**src/rtl/stopwatch_pkg.sv**
```systemverilog
// stopwatch_pkg: shared state type, default timing and key polarity for the stopwatch control stage.
package stopwatch_pkg;
    typedef enum logic [1:0] {IDLE, RUN, PAUSE} state_t;
    localparam int DEF_DEBOUNCE_CYCLES   = 1000000;
    localparam int DEF_TICK_CYCLES       = 500000;
    localparam int DEF_LONG_PRESS_CYCLES = 100000000;
    localparam logic KEY_PRESSED = 1'b0;
endpackage

```
**src/rtl/stopwatch_key_ctrl_debounce.sv**
```systemverilog
// key_debounce: 2-flop synchroniser, stable-level debounce counter and one-cycle press pulse.
module key_debounce
    import stopwatch_pkg::*;
#(
    parameter int DEBOUNCE_CYCLES = DEF_DEBOUNCE_CYCLES
) (
    input  logic CLOCK_50,
    input  logic reset,
    input  logic key,
    output logic level,
    output logic press
);
    localparam int CW = $clog2(DEBOUNCE_CYCLES);
    logic [1:0]    sync;
    logic [CW-1:0] cnt;
    logic          settled;
    assign settled = (cnt == CW'(DEBOUNCE_CYCLES - 1));
    always_ff @(posedge CLOCK_50 or posedge reset) begin
        if (reset) begin
            sync  <= {2{~KEY_PRESSED}};
            cnt   <= '0;
            level <= ~KEY_PRESSED;
            press <= 1'b0;
        end else begin
            sync  <= {sync[0], key};
            press <= 1'b0;
            if (sync[1] == level) begin
                cnt <= '0;
            end else if (settled) begin
                cnt   <= '0;
                level <= sync[1];
                press <= (sync[1] == KEY_PRESSED);
            end else begin
                cnt <= cnt + CW'(1);
            end
        end
    end
endmodule

```
**src/rtl/stopwatch_key_ctrl.sv**
```systemverilog
// stopwatch_key_ctrl: debounced keys, IDLE/RUN/PAUSE control FSM, gated 10 ms tick and status LEDs.
// Optional LONG_PRESS_CLEAR_EN: holding the start key LONG_PRESS_CYCLES raises one clear event.
module stopwatch_key_ctrl
    import stopwatch_pkg::*;
#(
    parameter int DEBOUNCE_CYCLES   = DEF_DEBOUNCE_CYCLES,
    parameter int TICK_CYCLES       = DEF_TICK_CYCLES,
    parameter int LONG_PRESS_CYCLES = DEF_LONG_PRESS_CYCLES
) (
    input  logic       CLOCK_50,
    input  logic       reset,
    input  logic       key_reset,
    input  logic       key_start_pause,
    input  logic       key_display_stop,
    output logic       counter_work,
    output logic       display_work,
    output logic       clear_pulse,
    output logic       tick_10ms,
    output logic [3:0] led
);
    localparam int PW = $clog2(TICK_CYCLES);
    logic          rst_ev, start_ev, disp_ev;
    logic          unused_rst_level, start_level, disp_level;
    logic          long_clear, clear_ev, disp_d, tick_d;
    state_t        state, state_d;
    logic [PW-1:0] presc, presc_d;

    key_debounce #(.DEBOUNCE_CYCLES(DEBOUNCE_CYCLES)) u_key_reset (
        .CLOCK_50(CLOCK_50), .reset(reset), .key(key_reset), .level(unused_rst_level), .press(rst_ev));
    key_debounce #(.DEBOUNCE_CYCLES(DEBOUNCE_CYCLES)) u_key_start (
        .CLOCK_50(CLOCK_50), .reset(reset), .key(key_start_pause), .level(start_level), .press(start_ev));
    key_debounce #(.DEBOUNCE_CYCLES(DEBOUNCE_CYCLES)) u_key_display (
        .CLOCK_50(CLOCK_50), .reset(reset), .key(key_display_stop), .level(disp_level), .press(disp_ev));

`ifdef LONG_PRESS_CLEAR_EN
    localparam int HW = $clog2(LONG_PRESS_CYCLES + 1);
    logic [HW-1:0] hold;
    // saturates at LONG_PRESS_CYCLES so one hold yields a single clear
    assign long_clear = (start_level == KEY_PRESSED) && (hold == HW'(LONG_PRESS_CYCLES - 1));
    always_ff @(posedge CLOCK_50 or posedge reset) begin
        if (reset) hold <= '0;
        else hold <= (start_level != KEY_PRESSED) ? '0 :
                     (hold == HW'(LONG_PRESS_CYCLES)) ? hold : hold + HW'(1);
    end
`else
    localparam int unused_long_press = LONG_PRESS_CYCLES;
    assign long_clear = 1'b0;
`endif

    assign clear_ev = rst_ev | long_clear;

    always_comb begin
        state_d = clear_ev ? IDLE : start_ev ? ((state == RUN) ? PAUSE : RUN) : state;
        disp_d  = clear_ev ? 1'b1 : display_work ^ disp_ev;
        tick_d  = !clear_ev && (state == RUN) && (presc == PW'(TICK_CYCLES - 1));
        presc_d = (clear_ev || state == IDLE || tick_d) ? '0 :
                  (state == RUN) ? presc + PW'(1) : presc;
    end

    always_ff @(posedge CLOCK_50 or posedge reset) begin
        if (reset) begin
            state        <= IDLE;
            presc        <= '0;
            counter_work <= 1'b0;
            display_work <= 1'b1;
            clear_pulse  <= 1'b0;
            tick_10ms    <= 1'b0;
        end else begin
            state        <= state_d;
            presc        <= presc_d;
            counter_work <= (state_d == RUN);
            display_work <= disp_d;
            clear_pulse  <= clear_ev;
            tick_10ms    <= tick_d;
        end
    end

    assign led = {disp_level == KEY_PRESSED, start_level == KEY_PRESSED, display_work, counter_work};
endmodule

```
**config.mk**
```make
export PLATFORM = sky130hd
export DESIGN_NAME = stopwatch_key_ctrl
export DESIGN_NICKNAME = d
export VERILOG_FILES = /design/src/rtl/stopwatch_pkg.sv /design/src/rtl/stopwatch_key_ctrl_debounce.sv /design/src/rtl/stopwatch_key_ctrl.sv
export SDC_FILE = /design/constraint.sdc
export NUM_CORES = 1
export LEC_CHECK = 0
export CAP_MARGIN = 20
export CORE_MARGIN = 4
export CORE_UTILIZATION = 60
export CTS_CLUSTER_DIAMETER = 80
export DETAILED_ROUTE_END_ITERATION = 6
export PLACE_DENSITY_LB_ADDON = 0.1
export SLEW_MARGIN = 20
export SYNTH_ARGS = -nofsm -noshare
export SYNTH_HDL_FRONTEND = slang
export SYNTH_SLANG_ARGS = --single-unit
```
**constraint.sdc**
```tcl
create_clock -name CLOCK_50 -period 3.2 [get_ports CLOCK_50]
set_input_delay 0.32 -clock CLOCK_50 [delete_from_list [all_inputs] [get_ports CLOCK_50]]
set_output_delay 0.32 -clock CLOCK_50 [all_outputs]
set_load 0.02 [all_outputs]
```
==> impl_results.md <==
- Largest family of logic cells by synthesized area: simple AND/OR/NAND/NOR gates
- Io pins: 13
- Most frequent cells in the layout: 87 x dfrtp_1, 68 x nor2_1, 31 x xnor2_1, 30 x nand3_1, 24 x nand2_1
- Initial antenna violation count: 0
- Minimum clock period after layout: 2.02 ns
- Simple-Gate Fraction of Synth Area: 0.261
- Syn Nets: 468
- Filler Cell Count: 570
- Worst Skew: between 0.01 and 0.015 ns
- Kind of critical path: register to register
- Sink Count: 97
- WL/cell: 14.0 µm
- Total Power: 0.00211 W
- Setup repair bufs after CTS: 0
- Dpl hpwl: 5650 µm
- Status: finished clean
- Largest net degree at the start of global routing: 50
- Final ANT Viol Nets: 0
- Longest Clk Path Bufs: 2
- Via count: between 3000 and 4000
- Startpoint class of the critical path: register
- Diodes inserted: 0
- Initial DRT Pass Iterations: 4
- Worst slew pin tran: 0.747 ns
- Total global routing overflow: 0
- Die area: 9230 µm²
- Vias in the first global route: 3201
- Post-Syn Instances: 459
- Worst Path Required: 3.44 ns
- Final setup viols: 0
- DRT iter0 DRCs: 92
- Unrepaired setup endpoints after global routing: no
- Gr usage total: 0.197
- Leakage: 2.00 nW
- P&R area growth vs syn: 8.95%
- Layout net count: ~480
- Async SR Flop Fraction: 1.00
- CP arrival: 2.26 ns
- CTS tree: built
- Final Slew Violations: 0
- Max Fanout on Critical Path: 12
- DRT Wirelength: 8130 µm
- Post-synth EDFFs: 0
- Synth warn: 0
- Share of layout cells above drive strength 1: 0.0833
- Post-synthesis sequential area ratio: 0.524
- Final Wtd Congestion: 0.823
- Post_cts resized: 0
- Netlist cell types: 47
- Max-cap violations: 0
- Fin crit share: 0.633
- Finished Core Util: 0.684
- Die width: 96.1 µm
- Slew headroom: 0.502
- Area of the core: 7410 µm²
- Mux contribution to synthesized area: 0.0116
- Post-synthesis xor/xnor area fraction: 0.102
- Synthesized area: 4650 µm²
- Fmax: between 400 and 500 MHz
- Crit. End Element: register
- HP Class: register to register
- Die height: 96.1 µm
- Synth Area in Compound Gates: 0.0667
- Rows: 31
- Most used DFF post-synth: dfrtp_1
- Synthesized area per cell: 10.1 µm²
- Root Buffer: clkbuf_8
- Clk_lat worst skew: 0.35 ns
- Initial cell density of the core: 0.628
- Peak supply drop: 0.276 mV
- Hold Buf Count CTS: 0
- Leading cell type in the layout, fill and taps excluded: dfrtp_1
- TNS Setup: 0 ns
- First-pass GRT wire length: 14200 µm
- CTS buffer count: 9
- Final Hold Vio Count: 0
- Drc violations: 0
- Port bufs: 12
- R2r setup slk: 1.18 ns
- Adder-Cell Fraction of Synth Area: 0.0108
- H-tree depth: 3
- Vias per Instance: 5.87
- #FFs+latches synth: 97
- Reg clk slew, reported paths: 0.09 ns
- Cell Pwr Density: 416 nW/µm²
[critical path, cell delays in order, from the launching register on]
cell and delay, ns:
dfrtp_1 0.39, ha_1 0.19, and4b_1 0.36, nand4_1 0.26
o21ai_1 0.38, buf_4 0.26, nor2_1 0.08
[worst paths after layout]
path	from	to	cells after the start
max in group asynchronous	reset	u_key_display.sync[0]$_DFF_PP1_	3
max reg2reg	presc[0]$_DFFE_PP0P_	presc[9]$_DFFE_PP0P_	6
min	u_key_reset.sync[0]$_DFF_PP1_	u_key_reset.sync[1]$_DFF_PP1_	0
min in group asynchronous	reset	u_key_start.cnt[5]$_DFF_PP0_	2
max	presc[0]$_DFFE_PP0P_	presc[9]$_DFFE_PP0P_	6
min reg2reg	u_key_reset.sync[0]$_DFF_PP1_	u_key_reset.sync[1]$_DFF_PP1_	0
[area by class of cell]
cell class              count  area [µm²]  share of cell area
clock buffers              12         145              0.0286
clock inverters             4        52.6              0.0104
inverters                  11        43.8             0.00864
multi-input cells         339        2110               0.416
flip-flops and latches     97        2440               0.481
well taps                  99         124              0.0244
repair buffers             17         158              0.0311
[metal layers]
layer,vias to the layer above,track usage,part of all wire
met2,74,0.307,0.45
met4,0,0.0806,0.016
met1,1646,0.275,0.50
met3,11,0.0321,0.035
li1,1669,-,-
met5,-,0,0
[registers in the layout, indices dropped and copies added (netlist names), 2 cells and up]
register,flops
state,2
presc,19
u_key_reset.sync,2
u_key_display.cnt,20
u_key_display.sync,2
u_key_start.sync,2
u_key_start.cnt,20
u_key_reset.cnt,20
[cell families (layout without fill, tap and decap cells)]
family | Yosys count | after routing
AND/OR/NAND/NOR | 225 | 225
flip-flops | 97 | 97
XOR/XNOR | 54 | 54
AO/OA/AOI/OAI | 51 | 51
buffers and inverters | 23 | 44
multiplexers | 5 | 5
adder cells (fa/ha/maj) | 4 | 4
[synthesized netlist by cell type, drive strengths merged (2+ instances only)]
cell	n	area, µm²
nor3	13	65.1
and4	4	35.0
or4	8	60.1
mux2	3	33.8
xnor2	31	272
clkbuf	3	11.3
nor2	68	255
inv	11	41.3
dfrtp	87	2180
buf	9	58.8
nand4	19	134
mux2i	2	20.0
ha	4	50.1
and3	11	68.8
or3	11	73.8
dfstp	10	263
xor2	23	201
nor4b	6	52.6
nand4b	4	35.0
o31ai	10	88.8
and4b	2	20.0
nor4	11	68.8
a31o	2	17.5
and2	3	18.8
a21oi	23	115
nor2b	2	12.5
nand2	24	90.1
nand3	31	160
o21ai	13	65.1
[metrics by stage]
| step | instance area, µm² | instances | setup WS [ns] | hold slack [ns] |
|---|---|---|---|---|
| floorplan | 4650 | 459 | 0.363 | 0.324 |
| global placement | 4870 | 563 | 1.22 | 0.346 |
| detailed placement | 4870 | 563 | 1.19 | 0.347 |
| CTS | 5070 | 579 | 1.17 | 0.349 |
| global route | 5070 | 579 | 0.991 | 0.341 |
| finish | 5070 | 579 | 1.18 | 0.358 |
[power breakdown]
part / internal (W) / switching, W
registers: 0.00124 / 0.0000129
clock network: 0.000384 / 0.000405
logic: 0.0000195 / 0.0000443
Note: power is estimated with default switching activity, not from simulation.
==> RTL change 1: new RTL, same flow settings <==
Remove the register `clear_pulse`: a continuous assignment takes its place, so the output `clear_pulse` follows one clock earlier.
--- a/src/rtl/stopwatch_key_ctrl.sv
+++ b/src/rtl/stopwatch_key_ctrl.sv
@@ -64,5 +64,4 @@
             counter_work <= 1'b0;
             display_work <= 1'b1;
-            clear_pulse  <= 1'b0;
             tick_10ms    <= 1'b0;
         end else begin
@@ -71,9 +70,10 @@
             counter_work <= (state_d == RUN);
             display_work <= disp_d;
-            clear_pulse  <= clear_ev;
             tick_10ms    <= tick_d;
         end
     end
 
+    assign clear_pulse = clear_ev;
+
     assign led = {disp_level == KEY_PRESSED, start_level == KEY_PRESSED, display_work, counter_work};
 endmodule
Formal check against the unedited RTL: same outputs for any inputs over 10 cycles, from zero or initial values and one cycle with reset high; that may be too few to reach the edited logic, so the function may still have changed.
==> RTL change 1 against the unedited design <==
  * Total power grew 0.13%
  * Synthesized cell count shrank 0.22%
  * Design area shrank 0.42%
  * Largest cell class unchanged
  * Critical endpoint is now u_key_reset.cnt[6]$_DFF_PP0_
  * Area after synthesis shrank 0.54%
  * Wire length grew 1.4%
  * Sequential cell count shrank 1
  * Setup slack lost 0.016 ns
  * Fmax shrank 0.81%
  * Highest routed layer unchanged
==> RTL change 1: results (changes against the unedited design) <==
| Parameter | Reported | Unit | vs unedited |
|---|---|---|---|
| Post-synthesis mux area share | 1.162 | % | +0.0063 points |
| Worst IR drop on VDD | 329.6 | µV | +20% |
| Vias | 3359 | - | -1.2% |
| Count of warnings emitted by yosys | 0 | - | unchanged |
| Hold Path Class | input port to async pin | - |  |
| Lkg Pwr | 1.996 | nW | about the same |
| Ratio of cells with drive above 1 in the final layout | 8.386 | % | +0.052 points |
| Dominant combinational cell family by area after synthesis | simple AND/OR/NAND/NOR gates | - |  |
| Number of distinct library cells after synthesis | 47 | - | unchanged |
| Filler cells | 571 | - | +0.18% |
| Data arrival at the endpoint of the critical path | 2.25 | ns |  |
| Post-synthesis sequential area ratio | 52.18 | % | -0.26 points |
| Vias in the first global route | 3330 | - | +4.0% |
| Leading registers by flop count | u_key_display.cnt x20, u_key_reset.cnt x20, u_key_start.cnt x20 | - |  |
| Adder-cell share of the synthesized area | 1.081 | % | +0.0058 points |
| Top cells by count, synth | sky130_fd_sc_hd__dfrtp_1 (86), sky130_fd_sc_hd__nor2_1 (68), sky130_fd_sc_hd__xnor2_1 (31) | - |  |
| Largest fanout on the critical path | 19 | - | +7 |
| Final worst clock skew | 0.009320 | ns | -0.003992 ns |
| Async set or reset register ratio after synthesis | 100.0 | % | unchanged |
| Initial detailed-routing violation count | 97 | - | +5.4% |
| Setup slack on the worst flop-to-flop path | 1.16 | ns | -0.02 ns |
| Wire length of the first global-routing pass | 14750 | µm | +3.7% |
| Xor and xnor area share after synthesis | 10.22 | % | +0.055 points |
| Syn_nets | 467 | - | -0.21% |
| NumNets Final | 481 | - | -0.62% |
| Routability congestion estimate | 0.8510 | - | +3.4% |
| Relative max-transition margin | 50.05 | % | -0.18 points |
| Outcome | completed | - |  |
| Per-cell routed wire length | 14.31 | µm | +1.9% |
| Number of H-tree levels | 3 | - | unchanged |
| Post-synthesis compound-gate area fraction | 6.705 | % | +0.036 points |
| Largest cells by area after synthesis | sky130_fd_sc_hd__dfrtp_1 (46%), sky130_fd_sc_hd__xnor2_1 (5.9%), sky130_fd_sc_hd__dfstp_2 (5.7%), sky130_fd_sc_hd__nor2_1 (5.5%), sky130_fd_sc_hd__xor2_1 (4.4%) | - |  |
| HPWL Detailed | 5580 | µm | -1.3% |
| Global-route usage over all layers | 20.13 | % | +0.43 points |
| Port bufs | 12 | - | unchanged |
| Maximum number of pins on one net before global-route repair | 52 | - | +4.0% |
-- RTL change 1: cells by family (layout without fill, tap and decap cells) --
logic type	after synthesis	after routing
AND/OR/NAND/NOR	225	225
flip-flops	96	96
XOR/XNOR	54	54
AO/OA/AOI/OAI	51	51
buffers and inverters	23	42
multiplexers	5	5
adder cells (fa/ha/maj)	4	4
-- RTL change 1: metrics by stage --
stage	util [%]	hold WS (ns)	std cells	instance area, µm²	setup slack (ns)
after global routing	68.51	0.3426	576	5049	0.9577
after detailed placement	65.74	0.3468	560	4845	1.160
after CTS	68.51	0.3420	576	5049	1.141
after global placement	65.74	0.3468	560	4845	1.263
after floorplan	-	0.3245	458	4628	0.3912
final	68.51	0.3573	576	5049	1.159
-- RTL change 1: cell type report --
type	count	area, µm²	area share, %
well taps	99	123.9	2.454
clock inverters	6	66.31	1.314
clock buffers	10	137.6	2.726
repair buffers	15	155.1	3.073
multi-input cells	339	2107	41.73
flip-flops and latches	96	2415	47.83
inverters	11	43.79	0.8674
-- RTL change 1: worst max-delay path, stage by stage, from the launching register on --
cell and delay (ns):
sky130_fd_sc_hd__dfrtp_1 0.41, sky130_fd_sc_hd__ha_1 0.25, sky130_fd_sc_hd__and3_1 0.20, sky130_fd_sc_hd__nand3_1 0.18, sky130_fd_sc_hd__o31ai_4 0.73, sky130_fd_sc_hd__nor2_1 0.12
-- RTL change 1: worst paths after layout --
check,from,cells past startpoint,end
max in group asynchronous,reset,3,u_key_start.sync[0]$_DFF_PP1_
hold / removal,reset,2,u_key_reset.cnt[13]$_DFF_PP0_
min in group CLOCK_50,u_key_display.sync[0]$_DFF_PP1_,0,u_key_display.sync[1]$_DFF_PP1_
setup / recovery,u_key_reset.cnt[0]$_DFF_PP0_,5,u_key_reset.cnt[6]$_DFF_PP0_
hold reg to reg,u_key_display.sync[0]$_DFF_PP1_,0,u_key_display.sync[1]$_DFF_PP1_
setup reg to reg,u_key_reset.cnt[0]$_DFF_PP0_,5,u_key_reset.cnt[6]$_DFF_PP0_
-- RTL change 1: routing by layer --
metal  vias to the layer above  track usage (%)  part of all wire [%]
met5                         -                0                     0
met4                         0            5.332                   1.1
met3                        11            4.066                   2.6
met2                        34            34.57                    49
met1                      1653            26.07                    47
li1                       1661                -                     -
-- RTL change 1: power breakdown --
group / leakage, nW / switching [mW] / internal, mW
clock: 0.107 / 0.417 / 0.387
combinational: 0.590 / 0.0441 / 0.0193
sequential: 1.30 / 0.0131 / 1.23
total: 2.00 / 0.475 / 1.63
==> RTL change 2: new RTL, config.mk and constraints unchanged <==
Made on the original files. Add a define of `LONG_PRESS_CLEAR_EN`.
--- a/src/rtl/stopwatch_key_ctrl.sv
+++ b/src/rtl/stopwatch_key_ctrl.sv
@@ -1,4 +1,6 @@
 // stopwatch_key_ctrl: debounced keys, IDLE/RUN/PAUSE control FSM, gated 10 ms tick and status LEDs.
 // Optional LONG_PRESS_CLEAR_EN: holding the start key LONG_PRESS_CYCLES raises one clear event.
+`define LONG_PRESS_CLEAR_EN
+
 module stopwatch_key_ctrl
     import stopwatch_pkg::*;
Formal check against the unedited RTL: same outputs for any inputs over 10 cycles, from zero or initial values and one cycle with reset high; that may be too few to reach the edited logic, so the function may still have changed.
==> RTL change 2 against the unedited design <==
  * Sequential cell count up 27
  * Area after synthesis grew 34%
  * Fmax fell by 13%
  * Clock power up 140%
  * Design area increased by 39%
  * Setup slack got worse by 0.29 ns
  * Final cell count increased by 32%
  * Core utilization rose by 2.3 points
  * Critical path depth decreased by 1
  * Wire length grew 49%
  * Clock skew is 0.00055 ns higher
  * Total power is 69% higher
  * Critical path type unchanged
  * Largest power group is now clock
  * Highest routed layer unchanged
==> RTL change 2: results (changes against the unedited design) <==
| Parameter | Reported | Unit | vs unedited |
|---|---|---|---|
| Outcome | completed | - |  |
| DR pass1 iterations | 5 | - | +1 |
| Initial detailed-routing violation count | 384 | - | +320% |
| Internal Dissipation | 2.844 | mW | +73% |
| Data arrival at the endpoint of the critical path | 2.68 | ns | +0.42 ns |
| Global-route usage over all layers | 22.82 | % | +3.1 points |
| Final worst clock skew | 0.01386 | ns | +0.0005500 ns |
| Number of distinct library cells after synthesis | 49 | - | +4.3% |
| Power of the combinational group | 0.0712 | mW | +12% |
| Maximum frequency from static timing analysis | 0.4317 | GHz | -13% |
| Largest fanout on the critical path | 18 | - | +6 |
| Register clock-pin slew on the reported worst setup and hold paths | 0.06 | ns | -0.03 ns |
| Sink of the worst hold path | u_key_display.sync[0]$_DFF_PP1_ | - |  |
| Syn_nets | 616 | - | +32% |
| Comb power frac | 2.0 | % | -1.0 points |
| Setup slack on the worst flop-to-flop path | 0.88 | ns | -0.29 ns |
| Number of cells traversed by the worst register-to-register path | 5 | - | -1 |
| Lkg Pwr | 2.765 | nW | +38% |
| Wire length of the first global-routing pass | 21460 | µm | +51% |
| Worst hold path depth | 1 | - | +1 |
| Slew at the pin with the worst max-slew slack | 0.9479 | ns | +0.2013 ns |
| NumNets Final | 631 | - | +30% |
| HPWL Detailed | 7850 | µm | +39% |
| Post-placement worst setup slack | 0.8861 | ns | -0.3031 ns |
| Routability congestion estimate | 0.8409 | - | +2.2% |
| Avg Cell Area, Syn | 10.28 | µm² | +1.4% |
| Ratio of cells with drive above 1 in the final layout | 9.177 | % | +0.84 points |
| Critical path launch point | u_key_reset.cnt[0]$_DFF_PP0_ | - |  |
| Post-synthesis sequential area ratio | 50.08 | % | -2.4 points |
| Reg2Reg Capture Point | u_key_reset.cnt[16]$_DFF_PP0_ | - |  |
| Top cells by count, synth | sky130_fd_sc_hd__dfrtp_1 (114), sky130_fd_sc_hd__nor2_1 (59), sky130_fd_sc_hd__xor2_1 (37) | - |  |
| Reg-to-reg startpoint | u_key_reset.cnt[0]$_DFF_PP0_ | - |  |
| Number of H-tree levels | 4 | - | +1 |
| Post-detailed-placement cell area | 6452 | µm² | +32% |
| Maximum number of pins on one net before global-route repair | 98 | - | +96% |
| Sequential group share of total power | 44.9 | % | -15 points |
| Filler cells | 703 | - | +23% |
| Per-cell routed wire length | 15.79 | µm | +12% |
==> RTL change 2: changes by cell type in the layout (fill, tap and decap cells not counted), sizes merged, moves of 6 or more <==
cell | unedited run | this run
dfrtp | 87 | 114
or4 | 8 | 22
xor2 | 23 | 37
nor3 | 13 | 25
clkbuf | 12 | 23
nand2 | 24 | 35
and4 | 4 | 14
nand4 | 19 | 29
nor2 | 68 | 59
o31ai | 10 | 19
nor4 | 11 | 19
a21oi | 23 | 29
and3 | 11 | 5
or3 | 11 | 17
==> RTL change 2: kinds of logic after synthesis <==
logic type | share of synthesized area [%]
AOI/OAI and AO/OA | 8.548
xor gates and xnor gates | 9.574
adders and majority gates | 1.207
buffers and inverters | 2.434
DFF | 50.08
muxes | 1.227
and+or+nand+nor | 26.93
==> RTL change 2: layout make-up <==
type / instances / area [µm²] / share of cell area (%)
multi-input combinational: 449 / 2963 / 42.11
tap: 133 / 166.4 / 2.365
sequential: 124 / 3115 / 44.27
clock buffer: 23 / 466.7 / 6.632
timing repair buffer: 15 / 155.1 / 2.205
inverter: 13 / 52.55 / 0.7468
clock inverter: 8 / 117.6 / 1.671
==> RTL change 2: worst max-delay path, cell delays in order (launching register included) <==
cell and delay, ns:
sky130_fd_sc_hd__dfrtp_1 0.39, sky130_fd_sc_hd__ha_1 0.24, sky130_fd_sc_hd__and4_1 0.29, sky130_fd_sc_hd__nand2_1 0.15
sky130_fd_sc_hd__o41ai_4 0.92, sky130_fd_sc_hd__nor2_1 0.15
==> RTL change 2: metal layers <==
layer	vias to the layer above	track usage [%]	share of wire (%)
li1	2251	-	-
met1	2278	30.15	45
met2	95	35.49	49
met3	17	5.520	3.8
met4	0	10.77	1.6
met5	-	0	0
